--- src/rtl/cpu_ctrl_pkg.sv ---
// cpu_ctrl_pkg: state encodings, opcode/funct constants and datapath select encodings
package cpu_ctrl_pkg;

    typedef enum logic [5:0] {
        S_RESET   = 6'd0,
        S_FETCH0, S_FETCH_W, S_FETCH2, S_DECODE,
        S_R_EX, S_R_WB, S_SLT_WB, S_JR,
        S_I_EX, S_I_WB,
        S_ADDR, S_LW_RD, S_LW_W, S_LW_MDR, S_LW_WB, S_SW_WR,
        S_BR, S_J, S_JAL0, S_JAL1,
        S_EXC0, S_EXC1, S_EXC_W, S_EXC_MDR, S_EXC_JMP
    } state_t;

    localparam logic [5:0] OP_R    = 6'h00;
    localparam logic [5:0] OP_J    = 6'h02;
    localparam logic [5:0] OP_JAL  = 6'h03;
    localparam logic [5:0] OP_BEQ  = 6'h04;
    localparam logic [5:0] OP_BNE  = 6'h05;
    localparam logic [5:0] OP_BLE  = 6'h06;
    localparam logic [5:0] OP_BGT  = 6'h07;
    localparam logic [5:0] OP_ADDI = 6'h08;
    localparam logic [5:0] OP_LW   = 6'h23;
    localparam logic [5:0] OP_SW   = 6'h2B;

    localparam logic [5:0] F_JR  = 6'h08;
    localparam logic [5:0] F_ADD = 6'h20;
    localparam logic [5:0] F_SUB = 6'h22;
    localparam logic [5:0] F_AND = 6'h24;
    localparam logic [5:0] F_SLT = 6'h2A;

    localparam logic [2:0] ALU_LOADA = 3'b000;
    localparam logic [2:0] ALU_ADD   = 3'b001;
    localparam logic [2:0] ALU_SUB   = 3'b010;
    localparam logic [2:0] ALU_AND   = 3'b011;
    localparam logic [2:0] ALU_INC   = 3'b100;
    localparam logic [2:0] ALU_NOT   = 3'b101;
    localparam logic [2:0] ALU_XOR   = 3'b110;
    localparam logic [2:0] ALU_CMP   = 3'b111;

    localparam logic [1:0] LG_ZERO  = 2'b00;
    localparam logic [1:0] LG_NZERO = 2'b01;
    localparam logic [1:0] LG_GT    = 2'b10;
    localparam logic [1:0] LG_NGT   = 2'b11;

    localparam logic [2:0] IOD_PC     = 3'b000;
    localparam logic [2:0] IOD_A      = 3'b001;
    localparam logic [2:0] IOD_B      = 3'b010;
    localparam logic [2:0] IOD_ALUOUT = 3'b011;
    localparam logic [2:0] IOD_253    = 3'b100;
    localparam logic [2:0] IOD_254    = 3'b101;

    localparam logic [1:0] RD_RT = 2'b00;
    localparam logic [1:0] RD_RD = 2'b01;
    localparam logic [1:0] RD_31 = 2'b10;

    localparam logic [2:0] M2R_ALUOUT = 3'b000;
    localparam logic [2:0] M2R_LT     = 3'b011;
    localparam logic [2:0] M2R_LS     = 3'b101;

    localparam logic [1:0] SA_PC  = 2'b00;
    localparam logic [1:0] SA_A   = 2'b01;
    localparam logic [1:0] SA_MDR = 2'b10;

    localparam logic [2:0] SB_B    = 3'b000;
    localparam logic [2:0] SB_4    = 3'b001;
    localparam logic [2:0] SB_SE16 = 3'b010;
    localparam logic [2:0] SB_SL2  = 3'b011;

    localparam logic [2:0] PCS_ALU    = 3'b000;
    localparam logic [2:0] PCS_ALUOUT = 3'b001;
    localparam logic [2:0] PCS_EPC    = 3'b010;
    localparam logic [2:0] PCS_JUMP   = 3'b011;
    localparam logic [2:0] PCS_LS     = 3'b100;
    localparam logic [2:0] PCS_A      = 3'b101;

    localparam logic [1:0] LS_WORD = 2'b00;
    localparam logic [1:0] LS_BYTE = 2'b10;

    function automatic logic [2:0] r_alu(input logic [5:0] f);
        return f == F_SUB ? ALU_SUB : f == F_AND ? ALU_AND : ALU_ADD;
    endfunction

    function automatic logic [1:0] br_logic(input logic [5:0] op);
        return op == OP_BEQ ? LG_ZERO : op == OP_BNE ? LG_NZERO : op == OP_BLE ? LG_NGT : LG_GT;
    endfunction

endpackage

--- src/rtl/ctrl_decode.sv ---
// ctrl_decode: maps OPCODE/funct to the state following DECODE, flagging unsupported encodings
module ctrl_decode
    import cpu_ctrl_pkg::*;
(
    input  logic [5:0] opcode,
    input  logic [5:0] funct,
    output logic [5:0] next_state,
    output logic       invalid
);

    // anything not recognised falls through to the exception entry state
    always_comb begin
        next_state = S_EXC0;
        case (opcode)
            OP_R: begin
                case (funct)
                    F_ADD, F_SUB, F_AND: next_state = S_R_EX;
                    F_SLT:               next_state = S_SLT_WB;
                    F_JR:                next_state = S_JR;
                    default:             next_state = S_EXC0;
                endcase
            end
            OP_ADDI:                        next_state = S_I_EX;
            OP_LW, OP_SW:                   next_state = S_ADDR;
            OP_BEQ, OP_BNE, OP_BLE, OP_BGT: next_state = S_BR;
            OP_J:                           next_state = S_J;
            OP_JAL:                         next_state = S_JAL0;
            default:                        next_state = S_EXC0;
        endcase
    end

    assign invalid = next_state == S_EXC0;

endmodule

--- src/rtl/control_unit.sv ---
// control_unit: multicycle FSM driving every datapath control wire, including exception entry
module control_unit
    import cpu_ctrl_pkg::*;
#(
    parameter int MEM_WAIT = 1
) (
    input  logic       clk,
    input  logic       reset,
    input  logic [5:0] OPCODE,
    input  logic [5:0] funct,
    input  logic       Overflow,
    input  logic       branch_taken,
    output logic       PC_write,
    output logic       MEMRead,
    output logic       IRWrite,
    output logic       MDR_load,
    output logic       RegWrite,
    output logic       A_load,
    output logic       B_load,
    output logic       AluOutWrite,
    output logic       EPCWrite,
    output logic [2:0] ALU_control,
    output logic [1:0] ALULogic,
    output logic [2:0] IorD,
    output logic [1:0] RegDst,
    output logic [2:0] MenToReg,
    output logic [1:0] ALUSourceA,
    output logic [2:0] ALUSourceB,
    output logic [2:0] PCSource,
    output logic [1:0] ls_sel,
    output logic [5:0] state_out
);

    localparam logic [1:0] WAIT_LAST = 2'(MEM_WAIT - 1);

    state_t     state;
    logic [1:0] wcnt;
    logic       cause_ovf;
    logic [5:0] dec_next;
    logic       dec_invalid;
    logic       ovf_abort;

    ctrl_decode u_dec (
        .opcode     (OPCODE),
        .funct      (funct),
        .next_state (dec_next),
        .invalid    (dec_invalid)
    );

    // and never overflows; add, sub and addi do, and abort their writeback
    assign ovf_abort = Overflow && (state == S_I_EX || funct != F_AND);

    // state sequencing, memory wait counter and exception cause
    always_ff @(posedge clk) begin
        if (reset) begin
            state     <= S_RESET;
            wcnt      <= '0;
            cause_ovf <= 1'b0;
        end else begin
            wcnt <= wcnt - 2'd1;
            case (state)
                S_RESET:   state <= S_FETCH0;
                S_FETCH0:  begin state <= S_FETCH_W; wcnt <= WAIT_LAST; end
                S_FETCH_W: if (wcnt == 2'd0) state <= S_FETCH2;
                S_FETCH2:  state <= S_DECODE;
                S_DECODE:  begin
                    state     <= dec_invalid ? S_EXC0 : state_t'(dec_next);
                    cause_ovf <= 1'b0;
                end
                S_R_EX, S_I_EX: begin
                    if (ovf_abort) begin
                        state     <= S_EXC0;
                        cause_ovf <= 1'b1;
                    end else begin
                        state <= state == S_R_EX ? S_R_WB : S_I_WB;
                    end
                end
                S_ADDR:    state <= OPCODE == OP_SW ? S_SW_WR : S_LW_RD;
                S_LW_RD:   begin state <= S_LW_W; wcnt <= WAIT_LAST; end
                S_LW_W:    if (wcnt == 2'd0) state <= S_LW_MDR;
                S_LW_MDR:  state <= S_LW_WB;
                S_JAL0:    state <= S_JAL1;
                S_EXC0:    state <= S_EXC1;
                S_EXC1:    begin state <= S_EXC_W; wcnt <= WAIT_LAST; end
                S_EXC_W:   if (wcnt == 2'd0) state <= S_EXC_MDR;
                S_EXC_MDR: state <= S_EXC_JMP;
                default:   state <= S_FETCH0;
            endcase
        end
    end

    // Moore decode of the state; reset forces everything quiet, PC_write in BR follows branch_taken
    always_comb begin
        {PC_write, MEMRead, IRWrite, MDR_load, RegWrite, A_load, B_load, AluOutWrite, EPCWrite} = '0;
        ALU_control = ALU_LOADA;
        ALULogic    = LG_ZERO;
        IorD        = IOD_PC;
        RegDst      = RD_RT;
        MenToReg    = M2R_ALUOUT;
        ALUSourceA  = SA_PC;
        ALUSourceB  = SB_B;
        PCSource    = PCS_ALU;
        ls_sel      = LS_WORD;
        state_out   = reset ? 6'd0 : state;
        if (!reset) begin
            case (state)
                S_FETCH2:  begin IRWrite = 1'b1; ALUSourceB = SB_4; ALU_control = ALU_ADD; PC_write = 1'b1; end
                S_DECODE:  begin A_load = 1'b1; B_load = 1'b1; ALUSourceB = SB_SL2; ALU_control = ALU_ADD; AluOutWrite = 1'b1; end
                S_R_EX:    begin ALUSourceA = SA_A; ALU_control = r_alu(funct); AluOutWrite = 1'b1; end
                S_R_WB:    begin RegDst = RD_RD; RegWrite = 1'b1; end
                S_SLT_WB:  begin ALUSourceA = SA_A; ALU_control = ALU_CMP; RegDst = RD_RD; MenToReg = M2R_LT; RegWrite = 1'b1; end
                S_JR:      begin PCSource = PCS_A; PC_write = 1'b1; end
                S_I_EX, S_ADDR: begin ALUSourceA = SA_A; ALUSourceB = SB_SE16; ALU_control = ALU_ADD; AluOutWrite = 1'b1; end
                S_I_WB:    RegWrite = 1'b1;
                S_LW_RD, S_LW_W: IorD = IOD_ALUOUT;
                S_LW_MDR, S_EXC_MDR: MDR_load = 1'b1;
                S_LW_WB:   begin MenToReg = M2R_LS; RegWrite = 1'b1; end
                S_SW_WR:   begin IorD = IOD_ALUOUT; MEMRead = 1'b1; end
                S_BR:      begin ALUSourceA = SA_A; ALU_control = ALU_CMP; ALULogic = br_logic(OPCODE); PCSource = PCS_ALUOUT; PC_write = branch_taken; end
                S_J:       begin PCSource = PCS_JUMP; PC_write = 1'b1; end
                S_JAL0:    begin ALU_control = ALU_LOADA; AluOutWrite = 1'b1; end
                S_JAL1:    begin RegDst = RD_31; RegWrite = 1'b1; PCSource = PCS_JUMP; PC_write = 1'b1; end
                S_EXC0:    begin ALUSourceB = SB_4; ALU_control = ALU_SUB; AluOutWrite = 1'b1; end
                S_EXC1:    begin EPCWrite = 1'b1; IorD = cause_ovf ? IOD_254 : IOD_253; end
                S_EXC_W:   IorD = cause_ovf ? IOD_254 : IOD_253;
                S_EXC_JMP: begin ls_sel = LS_BYTE; PCSource = PCS_LS; PC_write = 1'b1; end
                default:   ;
            endcase
        end
    end

endmodule

--- config.mk ---
export PLATFORM = sky130hd
export DESIGN_NAME = control_unit
export DESIGN_NICKNAME = d
export VERILOG_FILES = /design/src/rtl/cpu_ctrl_pkg.sv /design/src/rtl/ctrl_decode.sv /design/src/rtl/control_unit.sv
export SDC_FILE = /design/constraint.sdc
export NUM_CORES = 1
export LEC_CHECK = 0
export CAP_MARGIN = 20
export CORE_AREA = 2 2 45 78
export DETAILED_ROUTE_END_ITERATION = 10
export DIE_AREA = 0 0 47 80
export HOLD_SLACK_MARGIN = 0.08
export MAX_ROUTING_LAYER = met4
export PLACE_DENSITY_LB_ADDON = 0.12
export SYNTH_ARGS = -nofsm -noshare
export SYNTH_HDL_FRONTEND = slang
export SYNTH_SLANG_ARGS = --single-unit
--- constraint.sdc ---
create_clock -name clk -period 3.75 [get_ports clk]
set_clock_uncertainty 0.2 [all_clocks]
set_input_delay 0.5625 -clock clk [delete_from_list [all_inputs] [get_ports clk]]
set_output_delay 0.5625 -clock clk [all_outputs]
set_load 0.02 [all_outputs]
==> results.sh <==
export IMPL_hold_violations=0
export IMPL_start_kind="input pin"
export IMPL_port_buffers=49
export IMPL_drt_drc_violations_left=0
export IMPL_period_share=0.938
export IMPL_hpwl_um=3980
export IMPL_syn_area_per_cell_um2=6.36
export IMPL_final_cell_mix="clkdlybuf4s50_1, nor2_1, o21ai_0"
export IMPL_fp_row_count=27
export IMPL_maxCapViolCount=0
export IMPL_die_w_um=47
export IMPL_h_tree_depth=1
export IMPL_antenna_found_initial=0
export IMPL_grt_max_degree=22
export IMPL_cts_buffers=3
export IMPL_post_place_ws_ps=259
export IMPL_cts_sinks=8
export IMPL_wl_per_cell_um=16.1
export IMPL_cts_resized=0
export IMPL_synth_edf_count=0
export IMPL_ctsLongestPathBuffers=2
export IMPL_core_um2=3110
export IMPL_criticalPathCategory="input pin to output pin"
export IMPL_crit_arrival_ps=2760
export IMPL_synth_async_reset_ratio=0
export IMPL_cts_tree="built"
export IMPL_fin_crit_ps=3520
export IMPL_setup_violations=0
export IMPL_ios=54
export IMPL_grt_usage=0.299
export IMPL_fin_area_um2=2020
export IMPL_routed_wirelength_um=5100
export IMPL_place_area_um2=1980
export IMPL_cts_setup_buffers=0
export IMPL_synth_top_area_frac=0.108
export IMPL_yosysUniqueCellTypes=60
export IMPL_die_y_um=80
export IMPL_power_w=0.000365
export IMPL_crit_path_end_kind="output pin"
export IMPL_root_buffer="clkbuf_8"
export IMPL_yosysSeqAreaShare=0.108
export IMPL_synthToLayoutAreaGrowth_pct=36.4
export IMPL_synthFlopType="dfxtp_1"
export IMPL_ant_nets=0
export IMPL_grt_pass1_vias=1840
export IMPL_first_pass_iters=4
export IMPL_final_nets=292
export IMPL_crit_path_start="funct[5]"
export IMPL_worst_slew_pin_slew_ps=696
export IMPL_yosys_top_cells_area="dfxtp_1, nor2_1, o21ai_0, a21oi_1, nor3_1"
export IMPL_grt_pass1_wl_um=8280
export IMPL_viasPerCell=6.28
export IMPL_clk_pin_slew_ps=40
export IMPL_synth_area_um2=1480
export IMPL_place_congestion=0.957
export IMPL_yosysTopAreaCell="dfxtp_1"
export IMPL_peakVddDrop_mv=0.313
export IMPL_start_util=0.477
export IMPL_ys_ff_latch=8
export IMPL_vias=1985
export IMPL_place_inst=313
export IMPL_yosysWarningCount=0
export IMPL_rsz0062_at_grt="false"
export IMPL_power_density_nw_per_um2=181
export IMPL_clk_latency_ps=220
export IMPL_final_common_cell="clkdlybuf4s50_1"
export IMPL_crit_fanout=4
export IMPL_synthCells=233
export IMPL_clock_fmax_ghz=0.284
export IMPL_timing_final_max_slew_violations=0
export IMPL_fin_ws_ps=231
export IMPL_reg2reg_from="state[2]$_SDFFE_PP0P_"
export IMPL_diodes=0
export IMPL_outcome="completed"
export IMPL_layoutNonFillerInstCount=316
export IMPL_hold_class="flip-flop to flip-flop"
export IMPL_cts_hold_buffers=0
export IMPL_p_leak_nw=0.703
export IMPL_drt_initial_drc_count=110
export IMPL_setup_tns_final_ps=0
export IMPL_min_from="wcnt[0]$_SDFF_PP0_"
export IMPL_drive_gt1_frac=0.0623
export IMPL_grt_overflow=0
export IMPL_slew_limit_headroom=0.535
export IMPL_worstPathRequired_ps=2990
export IMPL_die_area_um2=3760
==> sequential cells by signal, summed over array words and instances (netlist names) <==
register and flops:
wcnt 2, state 5, cause_ovf 1
==> routing by layer <==
metal | vias up | GRT usage | routed length (µm)
met4 | 0 | 0.167 | 229
met2 | 114 | 0.468 | 2630
li1 | 939 | - | -
met1 | 908 | 0.352 | 1880
met3 | 24 | 0.0385 | 353
met5 | - | - | 0
==> final cells by class <==
| cell class | instances | area (µm²) |
|---|---|---|
| inverter | 6 | 22.5 |
| multi-input combinational | 198 | 1180 |
| clock buffer | 3 | 41.3 |
| fill | 310 | 1090 |
| sequential | 8 | 160 |
| tap | 43 | 53.8 |
| timing repair buffer | 58 | 558 |
==> worst paths after layout <==
kind              slack [ps]  depth (start not counted)               endpoint
setup / recovery         230                          6         ALU_control[0]
hold / removal           210                          1     wcnt[0]$_SDFF_PP0_
setup reg to reg        1130                          6  state[2]$_SDFFE_PP0P_
hold reg to reg          210                          1     wcnt[0]$_SDFF_PP0_
==> cell families after synthesis <==
group	synth area share
adders and majority gates	0.0152
and+or+nand+nor	0.444
AOI/OAI and AO/OA	0.305
other	0.00253
buffers and inverters	0.0997
DFF	0.108
muxes	0.0135
xor gates and xnor gates	0.0118
==> worst max-delay path, stage by stage <==
cell	delay, ps
clkdlybuf4s50_1	500
or4b_4	500
o21ai_0	210
a2111oi_0	120
o31a_1	330
clkdlybuf4s50_1	530
==> Yosys cell counts, types with 3 or more instances <==
master    number
nand2b_1       8
clkbuf_1      10
nor2b_1        9
buf_2          7
o21ai_0       14
nand3_1        7
a21oi_1       13
nand2_1       12
and3_1         7
nor4b_1        4
dfxtp_1        8
a22oi_1        4
inv_1          5
nor2_1        37
o21a_1         4
buf_4          5
nor4_1         5
nor3_1        13
nor3b_1        3
nand3b_1       3
==> through the flow <==
step,hold slack (ps),util
2_1_floorplan,193,-
3_3_place_gp,202,0.637
3_5_place_dp,211,0.637
4_1_cts,216,0.650
5_1_grt,226,0.650
6_report,213,0.650
==> report_power, final <==
group | switching [W] | total [W] | internal, W
logic | 0.0000881 | 0.000155 | 0.0000674
registers | 0.0000172 | 0.000110 | 0.0000926
clock network | 0.0000303 | 0.0000995 | 0.0000692
total | 0.000136 | 0.000365 | 0.000229
No activity file was read; power rests on OpenSTA's default activity.
